<file path="src/rtl/eth_tx_stats_gen.sv">
// Passive AXI-Stream TX monitor: parses each frame and emits a TEMAC-style
// per-frame statistics vector with a one-cycle valid pulse.
module eth_tx_stats_gen #(
  parameter bit add_fcs   = 1'b1,
  parameter bit pad_short = 1'b1
) (
  input  logic        clk,
  input  logic        rst_n,
  input  logic [7:0]  s_axis_tdata,
  input  logic        s_axis_tvalid,
  input  logic        s_axis_tready,
  input  logic        s_axis_tlast,
  input  logic        s_axis_tuser,
  output logic [31:0] tx_stats_vector,
  output logic        tx_stats_valid
);

  typedef enum logic [1:0] {IDLE, FRAME, DRAIN} state_t;

  state_t      state;
  logic [15:0] count;
  logic        bc_all_ff, dst_lsb, underrun;
  logic [7:0]  b12, b13, b14, b15;

  logic        beat;
  logic [15:0] idx, n_count;
  logic        n_bc, n_lsb, n_ur;
  logic [7:0]  n_b12, n_b13, n_b14, n_b15;
  logic        r_bc, r_mc, r_vlan, r_ctl, r_pause, r_good;
  logic [15:0] ethertype;
  logic [16:0] len;
  logic [13:0] len14;
  logic [31:0] report;

  assign beat = s_axis_tvalid & s_axis_tready;

  // Parse state as it stands after the current beat, so a tlast beat reports
  // including its own byte. A first beat in IDLE starts from a clean slate.
  always_comb begin
    idx     = (state == IDLE) ? 16'd0 : count;
    n_count = idx;
    n_bc    = (state == IDLE) ? 1'b1 : bc_all_ff;
    n_lsb   = (state == IDLE) ? 1'b0 : dst_lsb;
    n_ur    = (state == IDLE) ? 1'b0 : underrun;
    n_b12   = (state == IDLE) ? 8'd0 : b12;
    n_b13   = (state == IDLE) ? 8'd0 : b13;
    n_b14   = (state == IDLE) ? 8'd0 : b14;
    n_b15   = (state == IDLE) ? 8'd0 : b15;
    if (beat && state != DRAIN) begin
      n_count = (idx == 16'hFFFF) ? idx : idx + 16'd1;
      case (idx)
        16'd0: begin
          n_lsb = s_axis_tdata[0];
          n_bc  = (s_axis_tdata == 8'hFF);
        end
        16'd1, 16'd2, 16'd3, 16'd4, 16'd5: n_bc = n_bc & (s_axis_tdata == 8'hFF);
        16'd12: n_b12 = s_axis_tdata;
        16'd13: n_b13 = s_axis_tdata;
        16'd14: n_b14 = s_axis_tdata;
        16'd15: n_b15 = s_axis_tdata;
        default: ;
      endcase
    end
  end

  // Flags whose bytes never arrived read as 0.
  always_comb begin
    ethertype = {n_b12, n_b13};
    r_bc      = n_bc && (n_count >= 16'd6);
    r_mc      = n_lsb && !r_bc;
    r_vlan    = (n_count >= 16'd14) && (ethertype == 16'h8100);
    r_ctl     = (n_count >= 16'd14) && (ethertype == 16'h8808);
    r_pause   = r_ctl && (n_count >= 16'd16) && ({n_b14, n_b15} == 16'h0001);
    r_good    = !n_ur && !s_axis_tuser;
    len       = {1'b0, n_count};
    if (pad_short && len < 17'd60) len = 17'd60;
    if (add_fcs) len = len + 17'd4;
    len14     = (len > 17'd16383) ? 14'h3FFF : len[13:0];
    report    = {11'd0, r_pause, r_vlan, len14, r_ctl, n_ur, r_mc, r_bc, r_good};
  end

  always_ff @(posedge clk or negedge rst_n) begin
    if (!rst_n) begin
      state           <= IDLE;
      count           <= '0;
      bc_all_ff       <= 1'b0;
      dst_lsb         <= 1'b0;
      underrun        <= 1'b0;
      b12             <= '0;
      b13             <= '0;
      b14             <= '0;
      b15             <= '0;
      tx_stats_vector <= '0;
      tx_stats_valid  <= 1'b0;
    end else begin
      tx_stats_valid <= 1'b0;
      if (beat) begin
        count     <= n_count;
        bc_all_ff <= n_bc;
        dst_lsb   <= n_lsb;
        underrun  <= n_ur;
        b12       <= n_b12;
        b13       <= n_b13;
        b14       <= n_b14;
        b15       <= n_b15;
      end
      case (state)
        IDLE: if (beat) begin
          if (s_axis_tlast) begin
            tx_stats_vector <= report;
            tx_stats_valid  <= 1'b1;
          end else begin
            state <= FRAME;
          end
        end
        FRAME: begin
          if (beat && s_axis_tlast) begin
            tx_stats_vector <= report;
            tx_stats_valid  <= 1'b1;
            state           <= IDLE;
          end else if (s_axis_tready && !s_axis_tvalid) begin
            underrun <= 1'b1;
            state    <= DRAIN;
          end
        end
        DRAIN: if (beat && s_axis_tlast) begin
          tx_stats_vector <= report;
          tx_stats_valid  <= 1'b1;
          state           <= IDLE;
        end
        default: state <= IDLE;
      endcase
    end
  end

endmodule

</file>
<file path="config.mk">
export PLATFORM = sky130hd
export DESIGN_NAME = eth_tx_stats_gen
export DESIGN_NICKNAME = d
export VERILOG_FILES = /design/src/rtl/eth_tx_stats_gen.sv
export SDC_FILE = /design/constraint.sdc
export NUM_CORES = 1
export LEC_CHECK = 0
export ABC_AREA = 1
export BUFFER_PORTS_ARGS = -buffer_cell sky130_fd_sc_hd__buf_2
export CAP_MARGIN = 20
export CORE_MARGIN = 2
export CORE_UTILIZATION = 60
export CTS_BUF_LIST = sky130_fd_sc_hd__clkbuf_16
export CTS_CLUSTER_SIZE = 28
export DETAILED_ROUTE_END_ITERATION = 7
export GPL_ROUTABILITY_DRIVEN = 0
export PLACE_DENSITY = 0.83
export SLEW_MARGIN = 20
export SYNTH_ARGS = -nofsm -noshare
export SYNTH_HDL_FRONTEND = slang
export SYNTH_SLANG_ARGS = --single-unit
</file>
<file path="constraint.sdc">
create_clock -name clk -period 6 [get_ports clk]
set_clock_uncertainty 0.05 [all_clocks]
set_input_delay 1.2 -clock clk [delete_from_list [all_inputs] [get_ports clk]]
set_output_delay 1.2 -clock clk [all_outputs]
set_load 0.05 [all_outputs]
</file>
==> impl_metrics.toml <==
[run_status]
outcome = "finished, final reports clean"

[timing]
setup_violations = 0
final-max-slew-violation-count = 0
rsz0062_at_grt = "false"
min_period_ns = 5.29
setup_slack_ns = 0.711
clock.fmax_ghz = 0.189
tightestPinTransition_ns = 0.962
post-route-period-util = 0.881
slew_headroom = 0.358
hold_viol = 0
tns_ns = 0
whs_ns = 0.432

[die]
row_count = 34
io_pins = 47
die_w_um = 98.5
coreArea_mm2 = 0.00868
die_y_um = 98.5
start_util = 0.617
die_area_mm2 = 0.00970

[worst_setup_path]
cpMostUsedCell = "nand2_1"
r2r-end = "tx_stats_vector[6]"
cp-end-kind = "flop"
rrSetupSlack_ns = 0.71
worstPathRequired_ns = 6.23
rr_startpoint = "state[0]"
critPathMaxStageDelay_ns = 0.43
crit_type = "reg2reg"
start_kind = "flop"
arrival_ns = 5.52
cp_max_fo = 60
reg2regPathDepth = 32
crit_path_top_delay_cell = "inv_6"

[synth]
avgSynthCellArea_um2 = 6.97
yosysTopAreaCell = "dfrtp_1"
ys_types = 48
syn_inst = 769
synth.cell_area_mm2 = 0.00536
synth.yosys.warnings = 0
ys.flop_type = "dfrtp_1"
ys_ff_latch = 75
synthTopCellsByArea = "dfrtp_1 35%, nand2_1 16%, nand3_1 7.0%, o21ai_0 6.4%, inv_1 5.6%"
synth_top_area_share = 0.350
synth-edff-count = 0
async_flop_share = 1.00
seq_area_frac_synth = 0.350

[min_path]
hold_path_class = "reg2reg"
min_from = "b12[6]"
hold_end = "b12[6]"
worstHoldPathCells = 2

[clock_tree]
cts_hold_buf = 0
clkTransAtPathRegs_ns = 0.07
cts_sinks = 75
clkLatencyLatePin_ns = 0.34
ctsResizeCount = 0
cts_tree = "done"
clock-root-buffer = "clkbuf_16"
postCtsSetupBuffers = 0
htreeDepth = 3
numCtsBuffers = 9
clk_path_buf_depth = 2

[detailed_routing]
drt_first_pass_iters = 5
drtIter0Drc = 376
totalWireLength_um = 13200
vias = 5058
wire_per_inst_um = 14.6
avgViaCountPerCell = 5.62
drc = 0
antenna_left = 0

[global_route]
grt_overflow_total = 0
grt_pass1_wl_um = 21900
grt_pass1_vias = 4826
grt_usage = 0.276
grt_max_degree = 76
antenna_found_initial = 0

[place]
port_buffers = 35
dp_slack_ns = 0.886
hpwl_um = 9380
post-place-cells = 884

[cells_and_area]
layout-drive-gt1-share = 0.163
nets = 810
utilization = 0.665
nFillCells = 731
syn2layout_area_growth_pct = 7.66
diodes = 0
fin_cells = 900

[power]
power_density_mw_per_mm2 = 371
ir_drop_mv = 0.279
p_leak_nw = 2.87

[job]
drv_cap = 0
## report_power, final
| group | switching (mW) | internal [mW] | leakage, nW | total [mW] |
|---|---|---|---|---|
| Combinational | 0.718 | 0.249 | 1.75 | 0.967 |
| Clock | 0.233 | 0.286 | 0.127 | 0.519 |
| Sequential | 0.0606 | 0.592 | 0.992 | 0.653 |
## cells in the final DEF (no fill, tap or decap), types with 4 or more instances in the layout
| cell type | instances |
|---|---|
| buf_2 | 34 |
| nand3_2 | 15 |
| nor2_1 | 67 |
| buf_4 | 4 |
| ha_1 | 9 |
| nor2_4 | 6 |
| o21ai_0 | 68 |
| inv_2 | 7 |
| dfrtp_1 | 75 |
| clkinvlp_4 | 4 |
| nand4_1 | 12 |
| or2_2 | 11 |
| nand2_1 | 222 |
| conb_1 | 11 |
| nor3_1 | 7 |
| clkbuf_16 | 9 |
| nand3b_1 | 6 |
| nand3_1 | 75 |
| nand2_2 | 12 |
| nor4_1 | 4 |
| a31oi_1 | 4 |
| nor2_2 | 9 |
| inv_1 | 80 |
## per-stage QoR
step | area (µm²) | power (mW)
floorplan | 5400 | 1.45
global placement | 5480 | 1.58
detailed placement | 5480 | 1.61
CTS | 5770 | 2.14
global route | 5770 | 2.26
finish | 5770 | 2.14
## cell usage after synthesis, types with 11 or more instances
| cell | count |
|---|---|
| inv_1 | 80 |
| nand2_1 | 223 |
| o21ai_0 | 68 |
| nand3_1 | 75 |
| or2_2 | 11 |
| buf_4 | 11 |
| nand2_2 | 11 |
| nand3_2 | 15 |
| nor2_1 | 67 |
| dfrtp_1 | 75 |
| clkbuf_1 | 20 |
| nand4_1 | 12 |
## layout make-up
cell class	count	area, µm²	share of cell area
Sequential cell	75	1880	0.325
Timing Repair Buffer	38	200	0.0347
Clock buffer	9	225	0.0390
Clock inverter	7	58.8	0.0102
Inverter	91	347	0.0601
Tap cell	108	135	0.0234
Multi-Input combinational cell	572	2930	0.507
## registers in the layout, indices dropped and copies added (netlist names)
| name | flops |
|---|---|
| b12 | 8 |
| underrun | 1 |
| count | 16 |
| tx_stats_valid | 1 |
| state | 2 |
| dst_lsb | 1 |
| bc_all_ff | 1 |
| b13 | 8 |
| tx_stats_vector | 21 |
| b15 | 8 |
| b14 | 8 |
## logic make-up (layout without fill, tap and decap cells)
group,Yosys count,after routing,synth area share
xor+xnor,5,5,0.0117
fa+ha+maj,9,9,0.0210
flops,75,75,0.350
other cells,1,11,0.000700
buf+inv,132,145,0.111
simple gates,458,458,0.412
compound gates,89,89,0.0929
## per-layer routing
metal / share of wire / wire length (µm) / global-route usage
met1: 0.42 / 5460 / 0.350
met2: 0.49 / 6390 / 0.460
met3: 0.063 / 829 / 0.0447
met4: 0.036 / 477 / 0.139
met5: 0 / 0 / 0
## worst max-delay path by stage
stage	start	endpoint	slack, ns
after floorplan	state[0]	tx_stats_vector[8]	1.50
after global routing	state[0]	tx_stats_vector[6]	0.27
final	state[0]	tx_stats_vector[6]	0.71
after CTS	state[0]	tx_stats_vector[6]	0.79
after detailed placement	state[0]	tx_stats_vector[6]	0.89
after global placement	s_axis_tvalid	tx_stats_vector[5]	1.12
## critical path, delay by kind of cell (launching register included)
family | cells | cell delay (ns)
and+or+nand+nor | 22 | 2.83
DFF | 1 | 0.40
adders and majority gates | 3 | 1.00
buffers and inverters | 7 | 0.96
Power figures use the tool's default switching activity.
